[src/rtl/hazard_fwd_ctrl_pkg.sv]
// Shared types for the issue-stage hazard/forwarding controller: forwarding-select
// encoding, architectural register constants and the in-flight slot record.
package pipe_ctrl_pkg;

    typedef enum logic [1:0] {
        FWD_RF   = 2'b00,
        FWD_ALU  = 2'b01,
        FWD_LDR  = 2'b10,
        FWD_SPEC = 2'b11
    } fwd_sel_e;

    localparam logic [3:0] REG_PC = 4'd15;
    localparam logic [3:0] REG_LR = 4'd14;

    typedef struct packed {
        logic       v;
        logic [3:0] dest;
    } slot_t;

endpackage

[src/rtl/hazard_fwd_ctrl_if.sv]
// Decode-to-controller bundle: instruction descriptor in, handshake, forwarding
// selects, operand enables and status out.
interface hazard_fwd_ctrl_if
    import pipe_ctrl_pkg::*;
#(
    parameter int CNT_W = 16
);

    logic             d_valid;
    logic             d_ready;
    logic [3:0]       d_rn;
    logic [3:0]       d_rm;
    logic [3:0]       d_rs;
    logic             d_use_rn;
    logic             d_use_rm;
    logic             d_use_rs;
    logic             d_alu_wr;
    logic [3:0]       d_alu_dest;
    logic             d_is_ldr;
    logic [3:0]       d_ldr_dest;
    logic             flush;
    fwd_sel_e         sel_A_in;
    fwd_sel_e         sel_B_in;
    fwd_sel_e         sel_shift_in;
    logic             en_A;
    logic             en_B;
    logic             en_S;
    logic             e_valid;
    logic [CNT_W-1:0] stall_cnt;

    modport master (
        output d_valid, d_rn, d_rm, d_rs, d_use_rn, d_use_rm, d_use_rs,
               d_alu_wr, d_alu_dest, d_is_ldr, d_ldr_dest, flush,
        input  d_ready, sel_A_in, sel_B_in, sel_shift_in, en_A, en_B, en_S,
               e_valid, stall_cnt
    );

    modport slave (
        input  d_valid, d_rn, d_rm, d_rs, d_use_rn, d_use_rm, d_use_rs,
               d_alu_wr, d_alu_dest, d_is_ldr, d_ldr_dest, flush,
        output d_ready, sel_A_in, sel_B_in, sel_shift_in, en_A, en_B, en_S,
               e_valid, stall_cnt
    );

endinterface

[src/rtl/hazard_fwd_ctrl_fwd_sel_lookup.sv]
// Forwarding select and load-use hit for one source operand, given the execute
// slot and the load-return pipeline.
module fwd_sel_lookup
    import pipe_ctrl_pkg::*;
#(
    parameter int LDR_LAT  = 2,
    parameter bit IS_A     = 1'b0,
    parameter bit IS_SHIFT = 1'b0
) (
    input  logic                 use_op,
    input  logic [3:0]           r,
    input  logic                 e_valid,
    input  logic                 e_wr,
    input  logic [3:0]           e_dest,
    input  slot_t [LDR_LAT:1]    ld,
    output fwd_sel_e             sel,
    output logic                 hit
);

    logic pc_exempt;

    // The A operand reads the PC through its own path, so r15 never forwards or stalls there.
    assign pc_exempt = IS_A && (r == REG_PC);

    always_comb begin
        sel = FWD_RF;
        if (!use_op) begin
            sel = IS_SHIFT ? FWD_SPEC : FWD_RF;
        end else if (pc_exempt) begin
            sel = FWD_SPEC;
        end else if (e_valid && e_wr && (e_dest == r)) begin
            sel = FWD_ALU;
        end else if (ld[LDR_LAT].v && (ld[LDR_LAT].dest == r)) begin
            sel = FWD_LDR;
        end
    end

    // Loads still short of the return slot cannot be forwarded yet.
    always_comb begin
        hit = 1'b0;
        for (int k = 1; k < LDR_LAT; k++) begin
            if (ld[k].v && (ld[k].dest == r)) begin
                hit = 1'b1;
            end
        end
        if (!use_op || pc_exempt) begin
            hit = 1'b0;
        end
    end

endmodule

[src/rtl/hazard_fwd_ctrl.sv]
// Issue-stage controller: tracks in-flight ALU and load destinations, drives operand
// forwarding selects and enables, stalls on load-use and squashes on flush.
module hazard_fwd_ctrl #(
    parameter int LDR_LAT = 2,
    parameter int CNT_W   = 16
) (
    input logic              clk,
    input logic              rst,
    hazard_fwd_ctrl_if.slave bus
);

    import pipe_ctrl_pkg::*;

    logic                      e_valid_q;
    logic                      e_wr_q;
    logic [3:0]                e_dest_q;
    logic [LDR_LAT:1]          ld_v_q;
    logic [LDR_LAT:1][3:0]     ld_dest_q;
    logic [CNT_W-1:0]          stall_cnt_q;
    slot_t [LDR_LAT:1]         ld_view;

    fwd_sel_e                  sel_a;
    fwd_sel_e                  sel_b;
    fwd_sel_e                  sel_s;
    logic                      hit_a;
    logic                      hit_b;
    logic                      hit_s;
    logic                      stall;
    logic                      issue;

    function automatic logic [CNT_W-1:0] sat_inc(input logic [CNT_W-1:0] v);
        return (&v) ? v : v + {{(CNT_W-1){1'b0}}, 1'b1};
    endfunction

    always_comb begin
        ld_view = '0;
        for (int k = 1; k <= LDR_LAT; k++) begin
            ld_view[k].v    = ld_v_q[k];
            ld_view[k].dest = ld_dest_q[k];
        end
    end

    fwd_sel_lookup #(.LDR_LAT(LDR_LAT), .IS_A(1'b1), .IS_SHIFT(1'b0)) u_look_a (
        .use_op (bus.d_use_rn),
        .r      (bus.d_rn),
        .e_valid(e_valid_q),
        .e_wr   (e_wr_q),
        .e_dest (e_dest_q),
        .ld     (ld_view),
        .sel    (sel_a),
        .hit    (hit_a)
    );

    fwd_sel_lookup #(.LDR_LAT(LDR_LAT), .IS_A(1'b0), .IS_SHIFT(1'b0)) u_look_b (
        .use_op (bus.d_use_rm),
        .r      (bus.d_rm),
        .e_valid(e_valid_q),
        .e_wr   (e_wr_q),
        .e_dest (e_dest_q),
        .ld     (ld_view),
        .sel    (sel_b),
        .hit    (hit_b)
    );

    fwd_sel_lookup #(.LDR_LAT(LDR_LAT), .IS_A(1'b0), .IS_SHIFT(1'b1)) u_look_s (
        .use_op (bus.d_use_rs),
        .r      (bus.d_rs),
        .e_valid(e_valid_q),
        .e_wr   (e_wr_q),
        .e_dest (e_dest_q),
        .ld     (ld_view),
        .sel    (sel_s),
        .hit    (hit_s)
    );

    // Flush overrides a stall: the instruction is dropped, not held.
    assign stall = bus.d_valid & ~bus.flush & (hit_a | hit_b | hit_s);
    assign issue = bus.d_valid & ~stall & ~bus.flush;

    assign bus.d_ready      = ~stall;
    assign bus.en_A         = issue;
    assign bus.en_B         = issue;
    assign bus.en_S         = issue;
    assign bus.sel_A_in     = sel_a;
    assign bus.sel_B_in     = sel_b;
    assign bus.sel_shift_in = sel_s;
    assign bus.e_valid      = e_valid_q;
    assign bus.stall_cnt    = stall_cnt_q;

    // Issue -> execute / load-return boundary: valids and counter
    always_ff @(posedge clk or posedge rst) begin
        if (rst) begin
            e_valid_q   <= 1'b0;
            ld_v_q      <= '0;
            stall_cnt_q <= '0;
        end else begin
            e_valid_q <= issue;
            ld_v_q[1] <= issue & bus.d_is_ldr;
            for (int k = 2; k <= LDR_LAT; k++) begin
                ld_v_q[k] <= ld_v_q[k-1];
            end
            if (stall) begin
                stall_cnt_q <= sat_inc(stall_cnt_q);
            end
        end
    end

    // Issue -> execute / load-return boundary: destination payload, qualified by the valids
    always_ff @(posedge clk) begin
        e_wr_q       <= bus.d_alu_wr;
        e_dest_q     <= bus.d_alu_dest;
        ld_dest_q[1] <= bus.d_ldr_dest;
        for (int k = 2; k <= LDR_LAT; k++) begin
            ld_dest_q[k] <= ld_dest_q[k-1];
        end
    end

endmodule

[src/flat_wrapper.sv]
// flat-port wrapper written by rule: the top's interface ports become plain ports
module hazard_fwd_ctrl_flat import pipe_ctrl_pkg::*;
#(
    parameter int LDR_LAT = 2,
    parameter int CNT_W   = 16
)
  (clk, rst, bus_d_valid, bus_d_rn, bus_d_rm, bus_d_rs, bus_d_use_rn, bus_d_use_rm, bus_d_use_rs, bus_d_alu_wr, bus_d_alu_dest, bus_d_is_ldr, bus_d_ldr_dest, bus_flush, bus_d_ready, bus_sel_A_in, bus_sel_B_in, bus_sel_shift_in, bus_en_A, bus_en_B, bus_en_S, bus_e_valid, bus_stall_cnt);
  hazard_fwd_ctrl_if #(.CNT_W(CNT_W)) bus_i ();
  input logic clk;
  input logic rst;
  input wire logic [$bits(bus_i.d_valid)-1:0] bus_d_valid;
  input wire logic [$bits(bus_i.d_rn)-1:0] bus_d_rn;
  input wire logic [$bits(bus_i.d_rm)-1:0] bus_d_rm;
  input wire logic [$bits(bus_i.d_rs)-1:0] bus_d_rs;
  input wire logic [$bits(bus_i.d_use_rn)-1:0] bus_d_use_rn;
  input wire logic [$bits(bus_i.d_use_rm)-1:0] bus_d_use_rm;
  input wire logic [$bits(bus_i.d_use_rs)-1:0] bus_d_use_rs;
  input wire logic [$bits(bus_i.d_alu_wr)-1:0] bus_d_alu_wr;
  input wire logic [$bits(bus_i.d_alu_dest)-1:0] bus_d_alu_dest;
  input wire logic [$bits(bus_i.d_is_ldr)-1:0] bus_d_is_ldr;
  input wire logic [$bits(bus_i.d_ldr_dest)-1:0] bus_d_ldr_dest;
  input wire logic [$bits(bus_i.flush)-1:0] bus_flush;
  output wire logic [$bits(bus_i.d_ready)-1:0] bus_d_ready;
  output wire logic [$bits(bus_i.sel_A_in)-1:0] bus_sel_A_in;
  output wire logic [$bits(bus_i.sel_B_in)-1:0] bus_sel_B_in;
  output wire logic [$bits(bus_i.sel_shift_in)-1:0] bus_sel_shift_in;
  output wire logic [$bits(bus_i.en_A)-1:0] bus_en_A;
  output wire logic [$bits(bus_i.en_B)-1:0] bus_en_B;
  output wire logic [$bits(bus_i.en_S)-1:0] bus_en_S;
  output wire logic [$bits(bus_i.e_valid)-1:0] bus_e_valid;
  output wire logic [$bits(bus_i.stall_cnt)-1:0] bus_stall_cnt;
  assign bus_i.d_valid = bus_d_valid;
  assign bus_i.d_rn = bus_d_rn;
  assign bus_i.d_rm = bus_d_rm;
  assign bus_i.d_rs = bus_d_rs;
  assign bus_i.d_use_rn = bus_d_use_rn;
  assign bus_i.d_use_rm = bus_d_use_rm;
  assign bus_i.d_use_rs = bus_d_use_rs;
  assign bus_i.d_alu_wr = bus_d_alu_wr;
  assign bus_i.d_alu_dest = bus_d_alu_dest;
  assign bus_i.d_is_ldr = bus_d_is_ldr;
  assign bus_i.d_ldr_dest = bus_d_ldr_dest;
  assign bus_i.flush = bus_flush;
  assign bus_d_ready = bus_i.d_ready;
  assign bus_sel_A_in = bus_i.sel_A_in;
  assign bus_sel_B_in = bus_i.sel_B_in;
  assign bus_sel_shift_in = bus_i.sel_shift_in;
  assign bus_en_A = bus_i.en_A;
  assign bus_en_B = bus_i.en_B;
  assign bus_en_S = bus_i.en_S;
  assign bus_e_valid = bus_i.e_valid;
  assign bus_stall_cnt = bus_i.stall_cnt;
  hazard_fwd_ctrl #(.LDR_LAT(LDR_LAT), .CNT_W(CNT_W)) u_core (.clk(clk), .rst(rst), .bus(bus_i));
endmodule
[config.mk]
export PLATFORM = sky130hd
export DESIGN_NAME = hazard_fwd_ctrl_flat
export DESIGN_NICKNAME = d
export VERILOG_FILES = /design/src/rtl/hazard_fwd_ctrl_pkg.sv /design/src/rtl/hazard_fwd_ctrl_if.sv /design/src/rtl/hazard_fwd_ctrl_fwd_sel_lookup.sv /design/src/rtl/hazard_fwd_ctrl.sv /design/src/flat_wrapper.sv
export SDC_FILE = /design/constraint.sdc
export NUM_CORES = 1
export LEC_CHECK = 0
export ABC_AREA = 1
export CAP_MARGIN = 5
export CELL_PAD_IN_SITES_DETAIL_PLACEMENT = 0
export CELL_PAD_IN_SITES_GLOBAL_PLACEMENT = 1
export CORE_UTILIZATION = 31
export CTS_BUF_LIST = sky130_fd_sc_hd__clkbuf_2
export DETAILED_ROUTE_END_ITERATION = 12
export GPL_TIMING_DRIVEN = 0
export MAX_ROUTING_LAYER = met4
export PLACE_DENSITY = 0.85
export SLEW_MARGIN = 25
export SYNTH_ARGS = -nofsm -noshare
export SYNTH_HDL_FRONTEND = slang
export SYNTH_SLANG_ARGS = --single-unit
[constraint.sdc]
create_clock -name clk -period 1.5 [get_ports clk]
set_input_delay 0.225 -clock clk [delete_from_list [all_inputs] [get_ports clk]]
set_output_delay 0.225 -clock clk [all_outputs]
set_load 0.01 [all_outputs]
# Yosys cells after proc, flatten, opt, wreduce, memory -nomap -nowiden

Cells that the tools add are included.

Add/subtract/negate cells: 1
Equal/unequal tests: 10
Multiplexer cells: 16
Bitwise logic cells: 10
Reductions and logical operators: 14

Operators by type and width:

| kind                    | number |
|---|---|
| $eq A4 B4 Y1            | 9 |
| $mux W2                 | 10 |
| $add A16 B1 Y16 const B | 1 |
| $reduce_and A16 Y1      | 1 |
| $logic_and A1 B1 Y1     | 10 |
| $mux W1                 | 6 |
| $and A1 B1 Y1           | 5 |
| $eq A4 B4 Y1 const B    | 1 |
| $not A1 Y1              | 3 |
| $or A1 B1 Y1            | 2 |
| $reduce_and A2 Y1       | 1 |
| $logic_not A1 Y1        | 1 |
| $logic_or A1 B1 Y1      | 1 |

Register bits: 32
Input port bits: 29
Output and inout port bits: 27
Logic and storage cells: 58

# Longest topological paths before layout

Depth after elaboration: 11
Gate-level depth with buffers: 10
Mapped depth without buffers: 9

# Modules after synthesis

From an unflattened synthesis, not the netlist that was laid out.

Cells, all modules: 337
Area, all modules: 2135.8 um^2

Modules (own cells, without submodules):

| module                            | instances | cells each | area each (um^2) | sequential area each (um^2) |
|---|---|---|---|---|
| hazard_fwd_ctrl                   | 1         | 177        | 1430.1           | 735.7 |
| fwd_sel_lookup at u_core.u_look_b | 1         | 60         | 249.0            | 0.0 |
| fwd_sel_lookup at u_core.u_look_a | 1         | 53         | 240.2            | 0.0 |
| fwd_sel_lookup at u_core.u_look_s | 1         | 47         | 216.5            | 0.0 |

# Worst setup path after synthesis

No wires, ideal clock.

Path type: register to output
From: register u_core.ld_dest_q[0] in the netlist's numbering
To: output port bus_en_B
Arrival: 1435 ps
Required time: 1275 ps
Setup slack: -160 ps
Cell stages (with the launch flop): 10
Buffers on the path: 2
Cells stage by stage: dfxtp_1 -> inv_1 -> nand2_1 -> nand2_1 -> nor2_1 -> nand4_1 -> nand3_2 -> buf_2 -> nor2_1 -> buf_4

Word-level cells in the longest chain between the ends: 10
Elaborated cells between the ends (all ways): 18
Those cells by class: eq/ne: 3; mux: 6; bitwise: 6; reduce/logical: 3

Ends and longest elaborated chain:

| item                              | RTL line                             | RTL |
|---|---|---|
| from (decl)                       | hazard_fwd_ctrl.sv:18                | `logic [LDR_LAT:1][3:0] ld_dest_q;` |
| from (signal, indexed assignment) | hazard_fwd_ctrl.sv:114               | `ld_dest_q[k] <= ld_dest_q[k-1];` |
| $eq A4 B4 Y1                      | hazard_fwd_ctrl_fwd_sel_lookup.sv:42 | `if (ld[k].v && (ld[k].dest == r)) begin` |
| $logic_and A1 B1 Y1               | hazard_fwd_ctrl_fwd_sel_lookup.sv:42 |  |
| $mux W1                           | hazard_fwd_ctrl_fwd_sel_lookup.sv:42 |  |
| $mux W1                           | hazard_fwd_ctrl_fwd_sel_lookup.sv:46 | `if (!use_op \|\| pc_exempt) begin` |
| $or A1 B1 Y1                      | hazard_fwd_ctrl.sv:77                | `assign stall = bus.d_valid & ~bus.flush & (hit_a \| hit_b \| hit_s);` |
| $or A1 B1 Y1 (*)                  | hazard_fwd_ctrl.sv:77                |  |
| $and A1 B1 Y1 (*)                 | hazard_fwd_ctrl.sv:77                |  |
| $not A1 Y1 (*)                    | hazard_fwd_ctrl.sv:78                | `assign issue = bus.d_valid & ~stall & ~bus.flush;` |
| $and A1 B1 Y1 (*) (2 in series)   | hazard_fwd_ctrl.sv:78                |  |
| to (decl)                         | flat_wrapper.sv:28                   | `output wire logic [$bits(bus_i.en_B)-1:0] bus_en_B;` |

Mark *: on every way between the ends. The rest lies on a longest branch, timed or not.

# Final worst setup path

From: input port bus_d_rm[0]
To: output port bus_en_S

Word-level cells in the longest chain between the ends: 10

Ends and longest elaborated chain:

| item                        | RTL line                             | RTL |
|---|---|---|
| from (decl)                 | flat_wrapper.sv:13                   | `input wire logic [$bits(bus_i.d_rm)-1:0] bus_d_rm;` |
| $eq A4 B4 Y1                | hazard_fwd_ctrl_fwd_sel_lookup.sv:42 |  |
| $logic_and A1 B1 Y1         | hazard_fwd_ctrl_fwd_sel_lookup.sv:42 |  |
| $mux W1                     | hazard_fwd_ctrl_fwd_sel_lookup.sv:42 |  |
| $mux W1                     | hazard_fwd_ctrl_fwd_sel_lookup.sv:46 |  |
| $or A1 B1 Y1 (2 in series)  | hazard_fwd_ctrl.sv:77                |  |
| $and A1 B1 Y1               | hazard_fwd_ctrl.sv:77                |  |
| $not A1 Y1                  | hazard_fwd_ctrl.sv:78                |  |
| $and A1 B1 Y1 (2 in series) | hazard_fwd_ctrl.sv:78                |  |
| to (decl)                   | flat_wrapper.sv:29                   | `output wire logic [$bits(bus_i.en_S)-1:0] bus_en_S;` |

Every way passes these cells.

==> results.cfg <==
[global_route]
antenna_found_initial = 0
grt_max_degree = 20
grt_pass1_vias = 2376
grt_pass1_wl_mm = 11.2
grt_overflow = 0
groute.usage.overall_pct = 20.6

[setup_path]
startpoint_type = input pin
critPathKind = in2out
required_ns = 1.27
arrival_ns = 1.76
worst_setup_path_end_kind = primary output
worstReg2RegEnd = u_core.bus.stall_cnt[0]
reg2reg_slack_ns = -0.05
rr_worst_depth = 11
critical_path.max_fanout = 4
r2r-start = u_core.ld_dest_q[2]

[flow_run]
cap_violations = 0

[synthesis]
yosysUniqueCellTypes = 27
synth-seq-area-share_pct = 34.9
ys.flop_type = dfrtp_1
yosys_warnings = 0
yosys.area.top_type = dfrtp_1
avgSynthCellArea_um2 = 6.70
syn_area_um2 = 2110
synth_edf_count = 0
yosysTopAreaCellShare_pct = 22.5
synth_area_leaders = dfrtp_1, nand2_1, dfxtp_1, inv_1, nand4_1
syn_inst = 315
async_reset_ff_share_pct = 59.4
syn-num-nets = 345
synth-seq-cells = 32

[clock_network]
clk_pin_slew_ns = 0.23
clk_latency_ns = 0.43
numCtsBuffers = 5
ctsLongestPathBuffers = 2
cts_htree_levels = 2
clock_sinks = 32
cts_root_buf = clkbuf_2
cts_tree = yes

[layout]
area_growth_pct = 63.4
fillers = 624
fin_nets = 453
antenna_cells = 0
drive_gt1_share_pct = 40.1
stdcell_area_um2 = 3450

[sta]
fin_setup_tns_ns = -3.93
tightest_slew_ns = 0.752
grt_setup_unrepaired = yes
layout_setup_ws_ns = -0.488
max_freq_mhz = 503
fin_skew_ns = 0.0400
fin_worst_hold_slack_ns = 0.183
slew_headroom_pct = 49.8
slew_violations = 0
setup_violations = 25
finalCriticalPeriod_ns = 1.99
fin_crit_sh_pct = 133
hold_viol = 0

[placed_design]
hpwl_mm = 4.56
gp_congestion = 0.884
post-place-ws_ns = -1.24
detailed_place.area_um2 = 2800
portBuffers = 55

[floorplanning]
core_um2 = 6460
die_y_um = 84.5
initial_core_util_pct = 32.7
ioPinCount = 56
rows = 29
dieArea_um2 = 7140
die_w_um = 84.5

[power_and_ir_drop]
switching_power_uw = 618
p_comb_share_pct = 21.4
power.leakage_nw = 1.77
clockPowerShare_pct = 32.2
p_total_mw = 2.00
ir_worst_vdd_v = 0.000290
pwr-share-seq_pct = 46.4
p_sw_share_pct = 30.9
p_int_mw = 1.38
powerDensity_nw_per_um2 = 579

[detailed_routing]
drt-pass1-iter-count = 9
wirelength_mm = 6.96
drt-vias-per-instance = 5.00
dr_total_vias = 2504
drt-initial-drc-count = 106
wl_per_cell_um = 13.9
drc = 10
ant_nets = 0

[hold_path]
worstHoldPathType = in2async

[run_status]
failed_checks = design-rule violations, negative setup slack
outcome = complete, but fails checks
## cell families (layout without fill, tap and decap cells)
logic type	Yosys count	after routing	synth area share [%]
simple gates	193	193	40.8
buf+inv	48	157	9.54
flops	32	32	34.9
compound gates	21	21	5.93
xor+xnor	20	20	8.30
fa+ha+maj	1	1	0.593
## synth_stat cells (all sizes together) (2+ instances only)
library cell,instances
a211oi,2
a21oi,6
buf,5
dfrtp,19
dfxtp,13
inv,42
nand2,109
nand3,18
nand3b,2
nand4,24
nor2,33
nor3,6
o21ai,4
o22ai,7
xnor2,11
xor2,9
## through the flow
stage / std cells / util [%]
after floorplan: 315 / -
after global placement: 447 / 43.4
after detailed placement: 447 / 43.4
after CTS: 496 / 51.4
after global routing: 501 / 53.4
final: 501 / 53.4
## worst max path at each step
stage               slack (ns)               startpoint  cells after the start                 endpoint
global placement         -1.22              bus_d_rn[3]                     10                 bus_en_S
global route             -0.61      u_core.ld_dest_q[2]                     10                 bus_en_S
finish                   -0.49              bus_d_rm[0]                     11                 bus_en_S
detailed placement       -1.24              bus_d_rn[3]                     10                 bus_en_S
CTS                      -0.50      u_core.ld_dest_q[2]                     10                 bus_en_S
floorplan                -0.01  u_core.bus.stall_cnt[0]                     10  u_core.bus.stall_cnt[4]
## cells in the final DEF (no fill, tap or decap), drive strengths merged, types with 7 or more instances in the layout
cell and count:
buf 61, nand4 24, nand2 109, xnor2 11, o22ai 7, dlygate4sd2 17, clkbuf 12, nand3 18
dfxtp 13, clkdlybuf4s50 20, xor2 9, dfrtp 19, nor2 33, inv 42
## worst max-delay path, stage by stage
cell             delay, ns
clkdlybuf4s50_1       0.48
inv_1                 0.16
nand2_1               0.06
nand2_1               0.09
nor2_1                0.05
nand4_1               0.12
nand3_4               0.09
buf_8                 0.13
nor2_4                0.14
buf_6                 0.11
buf_6                 0.09
## final cells by class
| cell class | count | area (um^2) | area share, % |
|---|---|---|---|
| Multi-Input combinational cell | 235 | 1400 | 40.6 |
| Timing Repair Buffer | 101 | 878 | 25.5 |
| Sequential cell | 32 | 773 | 22.4 |
| Inverter | 42 | 165 | 4.79 |
| Tap cell | 77 | 96.3 | 2.79 |
| Buffer | 6 | 68.8 | 1.99 |
| Clock inverter | 3 | 42.5 | 1.23 |
| Clock buffer | 5 | 25.0 | 0.725 |
## routing by layer
metal / global-route usage, % / routed length [um]
met2: 34.2 / 3350
met5: - / 0
met4: 6.16 / 179
met3: 5.21 / 432
met1: 24.6 / 3000
## power groups by stage
stage               clock (mW)  sequential [mW]  combinational [mW]
global route             0.708            0.933               0.463
global placement             0            0.949               0.331
finish                   0.644            0.927               0.426
detailed placement           0            0.949               0.334
CTS                      0.662            0.929               0.405
floorplan                    0            0.942               0.168
## flip-flops by register name (all words and copies together), names as in the netlist
signal                flops
u_core.bus.stall_cnt     16
u_core.ld_dest_q          8
u_core.ld_v_q             2
u_core.bus.e_valid        1
u_core.e_dest_q           4
u_core.e_wr_q             1
## timing repair
item,4_1_cts,5_1_grt
setup buffers,40,6
resized for setup,142,53
cloned,1,0
endpoints found under the setup margin,44,32
pin swaps,31,25
hold buffers,0,0
Note: power is estimated with default switching activity, not from simulation.
